**src/rtl/store_write_buffer.sv**
```systemverilog
// Post-commit store write buffer: formats committed stores into word/be/data and drains them in order to memory.
// Latency: a store pushed in cycle N is visible on mem_wr_* in N+1; forwarding reads the registered contents.
// Backpressure: in_ready drops only when full (registered count); the head stays stable until mem_wr_ready.
module store_write_buffer #(
    parameter int WB_DEPTH = 4,
    parameter int WB_WIDTH = 2
) (
    input  logic        clk,
    input  logic        reset_n,
    input  logic        in_valid,
    input  logic [31:0] in_addr,
    input  logic [31:0] in_data,
    input  logic [2:0]  in_func3,
    output logic        in_ready,
    output logic        mem_wr_valid,
    input  logic        mem_wr_ready,
    output logic [31:0] mem_wr_addr,
    output logic [3:0]  mem_wr_be,
    output logic [31:0] mem_wr_data,
    input  logic [31:0] fwd_addr,
    output logic        fwd_hit,
    output logic [3:0]  fwd_be,
    output logic [31:0] fwd_data,
    output logic        wb_empty,
    output logic        st_err,
    output logic [31:0] st_err_addr
);

    typedef struct packed {
        logic [29:0] waddr;
        logic [3:0]  be;
        logic [31:0] data;
    } wb_entry_t;

    localparam logic [WB_WIDTH:0] FULL_CNT = (WB_WIDTH + 1)'(WB_DEPTH);

    wb_entry_t           ent_q [WB_DEPTH];
    wb_entry_t           ent_d [WB_DEPTH];
    logic [WB_WIDTH-1:0] head_q, head_d;
    logic [WB_WIDTH-1:0] tail_q, tail_d;
    logic [WB_WIDTH:0]   count_q, count_d;
    logic                st_err_q, st_err_d;
    logic [31:0]         st_err_addr_q, st_err_addr_d;

    logic                fmt_legal;
    logic [3:0]          fmt_be;
    logic [31:0]         fmt_data;
    logic                push, pop;
    logic [WB_WIDTH-1:0] fwd_idx;

    always_comb begin
        fmt_legal = 1'b0;
        fmt_be    = 4'b0000;
        fmt_data  = in_data;
        case (in_func3)
            3'b000: begin
                fmt_legal = 1'b1;
                fmt_be    = 4'b0001 << in_addr[1:0];
                fmt_data  = {4{in_data[7:0]}};
            end
            3'b001: begin
                fmt_legal = ~in_addr[0];
                fmt_be    = in_addr[1] ? 4'b1100 : 4'b0011;
                fmt_data  = {2{in_data[15:0]}};
            end
            3'b010: begin
                fmt_legal = (in_addr[1:0] == 2'b00);
                fmt_be    = 4'b1111;
            end
            default: fmt_legal = 1'b0;
        endcase
    end

    assign in_ready     = (count_q != FULL_CNT);
    assign mem_wr_valid = (count_q != '0);
    assign wb_empty     = (count_q == '0);
    assign push         = in_valid & in_ready & fmt_legal;
    assign pop          = mem_wr_valid & mem_wr_ready;

    assign mem_wr_addr  = {ent_q[head_q].waddr, 2'b00};
    assign mem_wr_be    = ent_q[head_q].be;
    assign mem_wr_data  = ent_q[head_q].data;
    assign st_err       = st_err_q;
    assign st_err_addr  = st_err_addr_q;

    always_comb begin
        ent_d         = ent_q;
        head_d        = head_q;
        tail_d        = tail_q;
        count_d       = count_q;
        st_err_d      = in_valid & in_ready & ~fmt_legal;
        st_err_addr_d = st_err_d ? in_addr : st_err_addr_q;
        if (push) begin
            ent_d[tail_q] = '{waddr: in_addr[31:2], be: fmt_be, data: fmt_data};
            tail_d        = tail_q + 1'b1;
        end
        if (pop) begin
            head_d = head_q + 1'b1;
        end
        case ({push, pop})
            2'b10:   count_d = count_q + 1'b1;
            2'b01:   count_d = count_q - 1'b1;
            default: count_d = count_q;
        endcase
    end

    always_ff @(posedge clk) begin
        if (!reset_n) begin
            for (int i = 0; i < WB_DEPTH; i++) begin
                ent_q[i] <= '0;
            end
            head_q        <= '0;
            tail_q        <= '0;
            count_q       <= '0;
            st_err_q      <= 1'b0;
            st_err_addr_q <= '0;
        end else begin
            ent_q         <= ent_d;
            head_q        <= head_d;
            tail_q        <= tail_d;
            count_q       <= count_d;
            st_err_q      <= st_err_d;
            st_err_addr_q <= st_err_addr_d;
        end
    end

    // Walk oldest to youngest so later matches overwrite lanes: youngest store wins per byte.
    always_comb begin
        fwd_be   = 4'b0000;
        fwd_data = '0;
        fwd_idx  = head_q;
        for (int k = 0; k < WB_DEPTH; k++) begin
            fwd_idx = head_q + WB_WIDTH'(k);
            if (((WB_WIDTH + 1)'(k) < count_q) && (ent_q[fwd_idx].waddr == fwd_addr[31:2])) begin
                fwd_be = fwd_be | ent_q[fwd_idx].be;
                for (int l = 0; l < 4; l++) begin
                    if (ent_q[fwd_idx].be[l]) begin
                        fwd_data[8*l +: 8] = ent_q[fwd_idx].data[8*l +: 8];
                    end
                end
            end
        end
    end

    assign fwd_hit = |fwd_be;

endmodule

```
**config.mk**
```make
export PLATFORM = sky130hd
export DESIGN_NAME = store_write_buffer
export DESIGN_NICKNAME = d
export VERILOG_FILES = /design/src/rtl/store_write_buffer.sv
export SDC_FILE = /design/constraint.sdc
export NUM_CORES = 1
export LEC_CHECK = 0
export ABC_CLOCK_PERIOD_IN_PS = 3200
export CAP_MARGIN = 20
export CORE_MARGIN = 1.5
export CORE_UTILIZATION = 35
export DETAILED_ROUTE_END_ITERATION = 8
export HOLD_SLACK_MARGIN = 0.03
export PLACE_DENSITY_LB_ADDON = 0.08
export RECOVER_POWER = 100
export SYNTH_ARGS = -nofsm -noshare
export SYNTH_HDL_FRONTEND = slang
export SYNTH_SLANG_ARGS = --single-unit
```
**constraint.sdc**
```tcl
create_clock -name clk -period 3.2 [get_ports clk]
set_input_delay 0.64 -clock clk [delete_from_list [all_inputs] [get_ports clk]]
set_output_delay 0.64 -clock clk [all_outputs]
set_load 0.005 [all_outputs]
```
==> impl_metrics.csv <==
group,metric,value,unit
detailed_routing,post_drt_wl_per_cell,25.7,um
timing,max_freq,212,MHz
synthesis,synth.most_common_cell,"nand2_1",
grt,gr-total-overflow,0,
timing,worst_pin_slew,1.27,ns
synthesis,synth_top_area_share,0.288,
detailed_routing,first_pass_iters,8,
grt,groute.usage.overall,0.294,
clocking,ctsHoldBuffers,0,
flow_run,maxCapViolCount,0,
grt,grt_max_degree,108,
synthesis,async_flop_share,0,
timing,fin_crit,4.71,ns
setup_path,critPathLaunch,"head_q[0]$_SDFFE_PN0P_",
synthesis,ys_types,71,
synthesis,ys_warn_count,0,
clocking,clkLatencyLatePin,0.59,ns
cells_and_area,final_layout_size_suffix_gt1_frac,0.360,
detailed_routing,ant_nets,0,
synthesis,synth_edf_count,0,
timing,finalHoldViolCount,0,
setup_path,arrival,4.07,ns
cells_and_area,utilization,0.534,
detailed_routing,routed_via_density,5.73,
run_status,outcome,"finished, violations left",
die,pin_count,244,
synthesis,synth_area,21100,um^2
placed_design,io_buffer_count,239,
synthesis,synth_top_area_cell,"dfxtp_1",
timing,rsz0062_at_grt,"yes",
synthesis,synthCells,2297,
setup_path,crit_slowest_cell,"mux4_2",
setup_path,cpPeakStageDelay,0.64,ns
detailed_routing,vias,21493,
setup_path,worstSetupStartpointType,"register",
die,rows,89,
die,initial_core_util,0.356,
timing,finalWorstSetupSlack,-1.51,ns
timing,setup_violations,75,
clocking,cts_sinks,304,
clocking,clock_path_buffers,3,
die,dieHeight,249,um
synthesis,ys_top_cells_by_count,"563 x nand2_1, 304 x dfxtp_1, 190 x a21boi_0",
placed_design,hpwlAfterDp,65.4,mm
placed_design,finalWeightedCongestion,0.996,
min_path,min_path_type,"register to register",
setup_path,crit_fanout,7,
clocking,cts_inserted_buffers,39,
synthesis,ys.flop_type,"dfxtp_1",
setup_path,cp_common_cell,"buf_6",
pwr,p_total,0.0123,W
clocking,cts_max_level,2,
setup_path,worst-path-buf-inv,5,
pwr,power_density,389,nW/um^2
synthesis,synthTopCellsByArea,"dfxtp_1 29%, mux4_2 17%, nand2_1 10%",
setup_path,r2r_start,"count_q[1]$_SDFFE_PN0P_",
detailed_routing,wl,96.3,mm
grt,grt_pass1_wl,137,mm
cells_and_area,n_fill_cell,5450,
cells_and_area,stdcell_count,3748,
pwr,peakVddDrop,0.000367,V
clocking,cts-root-buf,"clkbuf_16",
run_status,violations,"setup timing",
detailed_routing,route.detailed.drc,0,
die,coreArea,59400,um^2
synthesis,synth_area_per_cell,9.20,um^2
synthesis,seq_area_frac_synth,0.288,
cells_and_area,final_nets,3057,
pwr,p_leak,12.6,nW
timing,worst_clock_skew,0.0372,ns
setup_path,criticalPathCategory,"register to output pin",
timing,relSlewSlack,0.154,
placed_design,dp_cells,3555,
grt,antenna_found_initial,2,
clocking,clk_pin_slew,0.06,ns
setup_path,cp.required,2.56,ns
clocking,cts_tree,"done",
timing,fin_crit_sh,1.47,
die,dieArea,61800,um^2
grt,grt_pass1_vias,20615,
setup_path,crit_chain,"buf_16 -> mux4_2 -> a221oi_2 -> o211ai_1 -> a2111oi_4 -> nand4b_4 -> buf_12 -> a311oi_4 -> buf_6 -> buf_6 -> nand2_2 -> a31oi_4 -> buf_2",
setup_path,cp-end-kind,"output pin",
timing,slew_viol_final,0,
timing,whs,0.458,ns
die,die_w,249,um
setup_path,crit_family,"compound AO/OA/AOI/OAI gates",
cells_and_area,area_growth,49.9,%
detailed_routing,drt_iter0_drc,1705,
min_path,hp-start,"st_err_addr[16]$_SDFFE_PN0P_",
synthesis,synth_seq_cells,304,
==> area by class of cell <==
| cell class | count | area (um^2) | area share |
|---|---|---|---|
| multi-input cells | 1758 | 15300 | 0.482 |
| repair buffers | 826 | 8010 | 0.253 |
| flip-flops and latches | 304 | 6090 | 0.192 |
| clock buffers | 55 | 1090 | 0.0343 |
| well taps | 773 | 967 | 0.0305 |
| clock inverters | 15 | 194 | 0.00612 |
| inverters | 16 | 62.6 | 0.00198 |
| diodes | 1 | 2.50 | 0.0000790 |
==> worst register-to-register path, stage by stage, from the launching register on <==
cell,delay (ns)
dfxtp_1,0.41
inv_1,0.09
clkbuf_1,0.13
ha_1,0.21
nand2_1,0.10
nand2_1,0.29
nor3_1,0.36
clkbuf_1,0.37
nand2_1,0.12
clkbuf_4,0.42
nand2_1,0.22
o21ai_0,0.11
and2_1,0.21
==> state kept, by name (all words and copies together) (netlist names) <==
register,count
head_q,2
ent_q,264
st_err,1
tail_q,2
count_q,3
st_err_addr,32
==> cells by family (layout without fill, tap and decap cells) <==
logic type	after synthesis	in the layout	synth area share
AO/OA/AOI/OAI	485	485	0.176
flip-flops	304	304	0.288
AND/OR/NAND/NOR	800	800	0.171
multiplexers	372	372	0.273
buffers and inverters	236	912	0.0486
other	1	3	0.000178
XOR/XNOR	90	90	0.0373
adder cells (fa/ha/maj)	9	9	0.00533
==> report_power, final <==
part	total (W)	internal, W	switching [W]
clock network	0.00456	0.00270	0.00186
registers	0.00398	0.00388	0.000101
logic	0.00377	0.00199	0.00179
==> worst paths after layout <==
check | end | slack, ns | depth (start not counted)
worst max-delay path | fwd_data[2] | -1.51 | 13
worst min-delay path | st_err_addr[16]$_SDFFE_PN0P_ | 0.46 | 2
worst max register to register | ent_q[24]$_SDFFE_PN0P_ | 0.08 | 12
worst min register to register | st_err_addr[16]$_SDFFE_PN0P_ | 0.46 | 2
==> cell usage in the layout (no fill, tap or decap), types with 17 or more instances in the layout <==
cell and n:
a21boi_0 190, and2_1 37, buf_12 46, buf_2 30
buf_4 411, buf_6 124, clkbuf_16 47, clkdlybuf4s50_1 114
dfxtp_1 302, dlygate4sd3_1 36, mux2i_1 150, mux2i_2 17
mux2i_4 22, mux4_2 162, nand2_1 538, nand2_2 18
nand4_1 43, nand4b_1 32, nor2_1 33, o211a_1 64
o21ai_0 74, xnor2_1 61
==> routing by layer <==
| metal | track usage | routed length [um] |
|---|---|---|
| met1 | 0.431 | 43900 |
| met2 | 0.447 | 42100 |
| met3 | 0.0475 | 7720 |
| met4 | 0.0775 | 2550 |
| met5 | 0 | 11 |
==> metrics by stage <==
stage                     setup TNS [ns]  setup WS (ns)  instance area (um^2)
final                             -58.84          -1.51                 31700
after CTS                         -59.32          -1.56                 30700
after floorplan                    -4.91         -0.164                 21200
after global routing              -65.93          -1.53                 31700
after detailed placement          -60.24          -1.57                 27500
after global placement            -58.78          -1.53                 27500
==> what timing repair did <==
item	CTS	global route
setup endpoints to repair	84	84
pin swaps	41	64
buffers inserted	51	56
gates resized for setup	427	202
cloned	13	11
(Power assumes the default switching activity.)
